<file path="src/rtl/core_sram_responder.sv">
// Single-port SRAM responder arbitrating a core port and a Wishbone management port.
// Define SRAM_OUTPUT_REGISTER_EN to register read data and add a RESPOND cycle (latency 2).
module core_sram_responder #(
  parameter int SRAM_ADDR_WIDTH = 9
) (
  input  logic                       clk,
  input  logic                       rst_n,
  input  logic [31:0]                core_address,
  input  logic [3:0]                 core_byteSelect,
  input  logic                       core_writeEnable,
  input  logic                       core_readEnable,
  input  logic [31:0]                core_dataWrite,
  output logic [31:0]                core_dataRead,
  output logic                       core_ready,
  input  logic                       wb_cyc_i,
  input  logic                       wb_stb_i,
  input  logic                       wb_we_i,
  input  logic [3:0]                 wb_sel_i,
  input  logic [31:0]                wb_adr_i,
  input  logic [31:0]                wb_dat_i,
  output logic                       wb_ack_o,
  output logic [31:0]                wb_dat_o,
  output logic                       sram_csb0,
  output logic                       sram_web0,
  output logic [3:0]                 sram_wmask0,
  output logic [SRAM_ADDR_WIDTH-1:0] sram_addr0,
  output logic [31:0]                sram_din0,
  input  logic [31:0]                sram_dout0
);

`ifdef SRAM_OUTPUT_REGISTER_EN
  typedef enum logic [1:0] {IDLE, ACCESS, RESPOND} state_e;
`else
  typedef enum logic [0:0] {IDLE, ACCESS} state_e;
`endif

  state_e      state_q;
  logic        owner_wb_q;
  logic        last_wb_q;
  logic [3:0]  sel_q;
  logic        core_req;
  logic        wb_req;
  logic        grant_wb;
  logic        grant_any;
  logic        strobe;
  logic [31:0] resp_data;
  logic        unused_addr_bits;

  function automatic logic [31:0] expand_sel(input logic [3:0] sel);
    logic [31:0] m;
    m = '0;
    for (int unsigned b = 0; b < 4; b++) m[8*b +: 8] = {8{sel[b]}};
    return m;
  endfunction

  assign core_req  = core_readEnable | core_writeEnable;
  assign wb_req    = wb_cyc_i & wb_stb_i;
  // On contention the port that did not win last time goes first
  assign grant_wb  = wb_req & (~core_req | ~last_wb_q);
  // Gated by rst_n so a request held through reset cannot select the SRAM
  assign grant_any = rst_n & (state_q == IDLE) & (core_req | wb_req);

  assign unused_addr_bits = ^{core_address[31:SRAM_ADDR_WIDTH+2], core_address[1:0],
                              wb_adr_i[31:SRAM_ADDR_WIDTH+2], wb_adr_i[1:0]};

  always_comb begin
    sram_csb0   = 1'b1;
    sram_web0   = 1'b1;
    sram_wmask0 = '0;
    sram_addr0  = '0;
    sram_din0   = '0;
    if (grant_any) begin
      sram_csb0 = 1'b0;
      if (grant_wb) begin
        sram_web0   = ~wb_we_i;
        sram_wmask0 = wb_sel_i;
        sram_addr0  = wb_adr_i[SRAM_ADDR_WIDTH+1:2];
        sram_din0   = wb_dat_i;
      end else begin
        sram_web0   = ~core_writeEnable;
        sram_wmask0 = core_byteSelect;
        sram_addr0  = core_address[SRAM_ADDR_WIDTH+1:2];
        sram_din0   = core_dataWrite;
      end
    end
  end

`ifdef SRAM_OUTPUT_REGISTER_EN
  logic [31:0] data_q;
`endif

  always_ff @(posedge clk or negedge rst_n) begin
    if (!rst_n) begin
      state_q    <= IDLE;
      owner_wb_q <= 1'b0;
      last_wb_q  <= 1'b0;
      sel_q      <= '0;
`ifdef SRAM_OUTPUT_REGISTER_EN
      data_q     <= '0;
`endif
    end else begin
      case (state_q)
        IDLE: begin
          if (grant_any) begin
            state_q    <= ACCESS;
            owner_wb_q <= grant_wb;
            last_wb_q  <= grant_wb;
            sel_q      <= grant_wb ? wb_sel_i : core_byteSelect;
          end
        end
        ACCESS: begin
`ifdef SRAM_OUTPUT_REGISTER_EN
          data_q  <= sram_dout0 & expand_sel(sel_q);
          state_q <= RESPOND;
`else
          state_q <= IDLE;
`endif
        end
`ifdef SRAM_OUTPUT_REGISTER_EN
        RESPOND: state_q <= IDLE;
`endif
        default: state_q <= IDLE;
      endcase
    end
  end

`ifdef SRAM_OUTPUT_REGISTER_EN
  assign strobe    = (state_q == RESPOND);
  assign resp_data = data_q;
`else
  assign strobe    = (state_q == ACCESS);
  assign resp_data = sram_dout0 & expand_sel(sel_q);
`endif

  assign core_ready    = strobe & ~owner_wb_q;
  assign wb_ack_o      = strobe & owner_wb_q;
  assign core_dataRead = core_ready ? resp_data : '0;
  assign wb_dat_o      = wb_ack_o ? resp_data : '0;

endmodule

</file>
<file path="config.mk">
export PLATFORM = sky130hd
export DESIGN_NAME = core_sram_responder
export DESIGN_NICKNAME = d
export VERILOG_FILES = /design/src/rtl/core_sram_responder.sv
export SDC_FILE = /design/constraint.sdc
export NUM_CORES = 1
export LEC_CHECK = 0
export ABC_AREA = 1
export CORE_AREA = 2 2 111 113
export DETAILED_ROUTE_END_ITERATION = 10
export DIE_AREA = 0 0 113 115
export PLACE_DENSITY = 0.69
export SYNTH_ARGS = -nofsm -noshare
export SYNTH_HDL_FRONTEND = slang
export SYNTH_SLANG_ARGS = --single-unit
export TNS_END_PERCENT = 1
</file>
<file path="constraint.sdc">
create_clock -name clk -period 1.9 [get_ports clk]
set_input_delay 0.38 -clock clk [delete_from_list [all_inputs] [get_ports clk]]
set_output_delay 0.38 -clock clk [all_outputs]
set_load 0.02 [all_outputs]
</file>
==> flow_summary.ini, run 1 <==
[placed_design]
post-dp-hpwl_mm = 7.947
port_buffers = 241
dp_slack_ns = -0.8020
gp_congestion = 0.7938
place_area_um2 = 4512

[timing]
hold_ws_ns = 0.2609
fin_worst_skew_ns = 0.0009933
min_period_ns = 1.964
setup_ws_ns = -0.06370
post-route-period-util = 1.034
timing.slew.headroom = 0.6748
fmax_mhz = 509.2
tightest_slew_ns = 0.4872
tns_ns = -0.8587
slew_violations = 0
rsz0062_at_grt = true
setup_viol = 27
hold_violations = 0

[synth]
yosys.area.top_type = nor3_1
syn_area_per_cell_um2 = 4.994
synth.distinct_cells = 18
synth_top_cell_area_share = 0.1838
ys_seq_area_frac = 0.08615
yosys_warnings = 0
mappedNetlistArea_um2 = 1743
synthTopCellsByArea = nor3_1, nor2_1, nand3b_1
synth-seq-cells = 6
synth_nets = 524
syn_inst = 349

[power_and_ir_drop]
power.leakage_nw = 2.212
totalPowerFinal_mw = 1.702
peakVddDrop_mv = 0.1872
p_int_mw = 1.018
power.density_nw_per_um2 = 387.6
power_switching_mw = 0.6845
switching_share = 0.4021
power_frac_clock = 0.200
p_seq_frac = 0.097
combPwrFrac = 0.703

[grt]
antenna_found_initial = 0
grt_max_degree = 34
grtUsageTotal = 0.1363
grt_pass1_wl_mm = 14.69
overflow = 0
grt_pass1_vias = 3151

[floorplanning]
die_w_um = 113
rows = 40
initial_core_util = 0.1476
coreArea_um2 = 11810
dieArea_um2 = 13000
io-pin-count = 288
die_y_um = 115

[route]
drt_iter0_markers = 125
ant_nets = 0
vias_per_cell = 4.269
finalWirelength_mm = 9.569
first_pass_iters = 8
drc = 20
detail_route.wl_per_cell_um = 12.81
vias = 3189

[worst_setup_path]
worstSetupEndpoint = sram_din0[15]
cp_data_arrival_time_ns = 1.58
crit_type = reg2out
reg2reg_to = last_wb_q$_DFFE_PN0P_
crit_path_start = state_q$_DFF_PN0_
reg2reg_depth = 8
start_kind = register
reg2reg_slack_ns = 0.46
rr_startpoint = state_q$_DFF_PN0_
crit_fanout = 8
required_ns = 1.52
crit_path_end_kind = output pin

[final_layout]
final_area_um2 = 4392
layout-drive-gt1-share = 0.2267
regArea_um2 = 151.4
layout_commonest_cell = clkdlybuf4s50_1
area_delta_synth_final_pct = 152.0
final_cell_mix = clkdlybuf4s50_1, nor2_1, buf_4
n_antenna_cell = 0
multi_input_area_um2 = 1286
fillers = 1288
final_nets = 777

[hold_path]
hold_class = in2async

[clock_tree]
cts_tree = done
cts_buffers = 3
cts_num_sinks = 6
clkLatencyLatePin_ns = 0.23
cts_hold_buf = 0
cts-root-buf = clkbuf_16
cts.clk_slew.worst_paths_ns = 0.03
htree_levels = 1
cts_buffer_depth = 2

[run_status]
status = finished with violations
violations = DRC, setup timing

[run]
max-cap-violations = 0
synth_stat cells:
cell type  number
a21oi_2         1
buf_1           3
buf_2           7
buf_4           2
buf_6           3
clkbuf_1       12
clkinv_2        1
dfrtp_1         6
inv_1          52
inv_2           1
nand2_1        61
nand2_2         1
nand3_1         8
nand3b_1       41
nor2_1         84
nor3_1         64
o21ai_1         1
o21ai_4         1
how the worst min path moves through the flow:
stage	from	endpoint	slack, ns
2_1_floorplan	rst_n	last_wb_q$_DFFE_PN0P_	0.08
3_3_place_gp	sel_q[3]$_DFFE_PN0P_	sel_q[3]$_DFFE_PN0P_	0.47
3_5_place_dp	sel_q[0]$_DFFE_PN0P_	sel_q[0]$_DFFE_PN0P_	0.47
4_1_cts	rst_n	sel_q[0]$_DFFE_PN0P_	0.27
5_1_grt	rst_n	sel_q[3]$_DFFE_PN0P_	0.28
6_report	rst_n	sel_q[3]$_DFFE_PN0P_	0.26
registers in the layout, indices dropped and copies added (netlist names):
signal     flops
last_wb_q      1
sel_q          4
state_q        1
power groups by stage:
stage / clock network (mW) / logic, mW / registers [mW]
3_5_place_dp: 0 / 1.23 / 0.167
3_3_place_gp: 0 / 1.21 / 0.166
6_report: 0.340 / 1.20 / 0.165
5_1_grt: 0.349 / 1.30 / 0.170
2_1_floorplan: 0 / 0.545 / 0.161
4_1_cts: 0.343 / 1.20 / 0.167
critical path: stages, from the launching register on:
cell	delay, ns
dfrtp_1	0.38
inv_2	0.10
nand2_4	0.07
a21oi_4	0.19
buf_4	0.16
clkbuf_16	0.14
nand2_1	0.05
nor2_1	0.11
buf_4	0.15
layout make-up:
| cell class | instances | area share |
|---|---|---|
| inverters | 54 | 0.04843 |
| multi-input cells | 262 | 0.2929 |
| clock buffers | 3 | 0.01709 |
| flip-flops and latches | 6 | 0.03447 |
| well taps | 147 | 0.04188 |
| repair buffers | 275 | 0.5652 |
what timing repair did:
action	in CTS	in global routing
gates resized for setup	416	50
gates cloned	1	1
pin swaps	7	3
buffers inserted	2	2
setup endpoints to repair	113	98
layer usage:
metal / vias up / routed length, um / GRT usage
met5: - / 0 / 0
met4: 0 / 210 / 0.04634
met3: 17 / 914 / 0.02372
met2: 168 / 5032 / 0.2703
met1: 1409 / 3411 / 0.1444
li1: 1595 / - / -
cell families (layout without fill, tap and decap cells):
| logic type | count (synthesis) | count (layout) | share of synthesized area |
|---|---|---|---|
| compound gates | 3 | 3 | 0.01723 |
| flops | 6 | 6 | 0.08614 |
| simple gates | 259 | 259 | 0.6992 |
| buf+inv | 81 | 332 | 0.1974 |
metrics by stage:
| step | cells | util |
|---|---|---|
| 3_5_place_dp | 739 | 0.3820 |
| 4_1_cts | 745 | 0.3733 |
| 3_3_place_gp | 739 | 0.3820 |
| 2_1_floorplan | 349 | - |
| 6_report | 747 | 0.3718 |
| 5_1_grt | 747 | 0.3718 |
(Power assumes the default switching activity.)
==> inputs of run 2 (changes only) <==
==> constraint.sdc (replaced) <==
create_clock -name clk -period 2.52 [get_ports clk]
set_input_delay 0.504 -clock clk [delete_from_list [all_inputs] [get_ports clk]]
set_output_delay 0.504 -clock clk [all_outputs]
set_load 0.02 [all_outputs]
==> run 2 against run 1 <==
The run ends with DRC left. Hold slack better by 0.22 ns. Die area did not move. Clock skew is 0.0010 ns higher. Routed wire length fell by 1.4%. Global-route usage fell by 0.41 points. First-iteration DRC count rose by 25%. Combinational power is 31% lower. Critical endpoint is now core_dataRead[17]. Sequential power down 27%. Design area down 0.60%. Largest power group unchanged. Sequential cell count did not move.
==> flow_summary.ini, run 2 (synthesized netlist as in run 1, its figures left out) <==
[grt]
top_usage_layer = met2
antenna_found_initial = 0
grtUsageTotal = 0.1322
use_met2 = 0.2659
grt_max_degree = 34
grt_pass1_vias = 3028
use_met1 = 0.1390
overflow = 0
gr-usage-met3 = 0.02583
grt_pass1_wl_mm = 14.19

[power_and_ir_drop]
totalPowerFinal_mw = 1.210
power.density_nw_per_um2 = 277.2
peakVddDrop_mv = 0.1660
power_switching_mw = 0.4953
p_int_mw = 0.7149
power.leakage_nw = 2.315
switching_share = 0.4093
combPwrFrac = 0.689
power_frac_clock = 0.211
p_seq_frac = 0.100

[timing]
tightest_slew_ns = 0.4922
min_period_ns = 2.507
rsz0062_at_grt = true
fin_worst_skew_ns = 0.001994
fmax_mhz = 398.9
slew_violations = 0
timing.slew.headroom = 0.6715
setup_ws_ns = 0.01306
setup_viol = 0
post-route-period-util = 0.9948
hold_violations = 0

[placed_design]
dp_slack_ns = -0.4802
gp_congestion = 0.7725
port_buffers = 241
post-dp-hpwl_mm = 7.723

[final_layout]
layout-drive-gt1-share = 0.1346
final_nets = 764
top_regs = sel_q (4), last_wb_q (1), state_q (1)
fillers = 1307
final_cell_mix = clkdlybuf4s50_1, nor2_1, nor3_1
n_antenna_cell = 0
area_delta_synth_final_pct = 150.5
largest_register_ffs = 4
layout_commonest_cell = clkdlybuf4s50_1
largest_register = sel_q

[worst_setup_path]
crit_path_cell_trace = clkdlybuf4s50_1 > inv_1 > nor3_1 > clkdlybuf4s50_1
crit_fanout = 2
cp_top_family = buffers and inverters
rr_startpoint = last_wb_q$_DFFE_PN0P_
required_ns = 2.02
crit_slowest_cell = clkdlybuf4s50_1
start_kind = primary input
worst-path-buf-inv = 3
path_common_cell = clkdlybuf4s50_1
crit_path_end_kind = output pin
crit_path_start = sram_dout0[17]
cp_data_arrival_time_ns = 2.00
slowest_delay_ns = 0.68
crit_type = in2out

[route]
drt_iter0_markers = 156
vias = 3109
finalWirelength_mm = 9.438
ant_nets = 0
detail_route.wl_per_cell_um = 12.86
first_pass_iters = 7
vias_per_cell = 4.236
drc = 20

[clock_tree]
cts_buffers = 3
cts_num_sinks = 6
clkLatencyLatePin_ns = 0.23
htree_levels = 1
cts.clk_slew.worst_paths_ns = 0.03
cts_tree = done
cts_buffer_depth = 2
cts-root-buf = clkbuf_16
post_cts_buffers = 0

[hold_path]
min_from = sel_q[1]$_DFFE_PN0P_
hold_class = reg2reg

[floorplanning]
die_w_um = 113
initial_core_util = 0.1476
die_y_um = 115
io-pin-count = 288
rows = 40
coreArea_um2 = 11810
dieArea_um2 = 13000

[run]
max-cap-violations = 0

[run_status]
violations = DRC
status = finished with violations
## run 2: cell count changes in the layout (fill, tap and decap cells not counted), moves of 4 or more
cell / delta
clkdlybuf4s50_1: +47
buf_4: -46
dlymetal6s2s_1: +22
dlygate4sd2_1: -20
clkdlybuf4s15_1: -10
buf_12: -4
clkdlybuf4s15_2: +4
## run 2: path summary, 6_finish.rpt
kind | endpoint | slack (ns) | cells after the start
hold reg to reg | sel_q[1]$_DFFE_PN0P_ | 0.48 | 2
min in group asynchronous | state_q$_DFF_PN0_ | 0.64 | 2
setup / recovery | core_dataRead[17] | 0.01 | 4
max in group asynchronous | sel_q[0]$_DFFE_PN0P_ | 1.77 | 2
hold / removal | sel_q[1]$_DFFE_PN0P_ | 0.48 | 2
setup reg to reg | sel_q[2]$_DFFE_PN0P_ | 1.16 | 7
## run 2: worst min-delay path, delay by kind of cell (launching register included)
kind	cells	cell delay, ns
flops	1	0.34
simple gates	2	0.10
## run 2: power by group through the flow
stage	Sequential, mW	Combinational (mW)	Clock (mW)
global placement	0.122	0.873	0
CTS	0.121	0.865	0.260
detailed placement	0.122	0.884	0
finish	0.121	0.833	0.256
global route	0.124	0.908	0.263
floorplan	0.121	0.411	0
## run 2: final cells by class
class                      instances  area [um2]  area share
sequential                         6       150.1     0.03439
clock buffer                       3       75.07     0.01720
inverter                          54       203.9     0.04672
timing repair buffer             262        2484      0.5689
tap                              147       183.9     0.04213
multi-input combinational        262        1269      0.2906
## run 2: stage by stage
stage          setup TNS [ns]  cells  hold WS (ns)  instance area [um2]  utilization
5_1_grt               -0.1587    734        0.5292                 4365       0.3696
3_3_place_gp           -17.96    731        0.4719                 4402       0.3727
3_5_place_dp           -18.44    731        0.4749                 4402       0.3727
2_1_floorplan               0    349        0.2084                 1743            -
6_report                    0    734        0.4798                 4365       0.3696
4_1_cts               -0.1794    734        0.4849                 4497       0.3807
## run 2: per-layer routing
layer | wire length, um | up-vias
met5 | 0 | -
met4 | 130 | 0
met3 | 935 | 9
met2 | 4866 | 158
met1 | 3507 | 1382
li1 | - | 1560
## run 2: timing repair
| item | in CTS | in global routing |
|---|---|---|
| pin swaps | 1 | 0 |
| gates resized for setup | 141 | 64 |
| hold buffers | 0 | 0 |
| hold endpoints to repair | 0 | 0 |
| endpoints found under the setup margin | 68 | 64 |
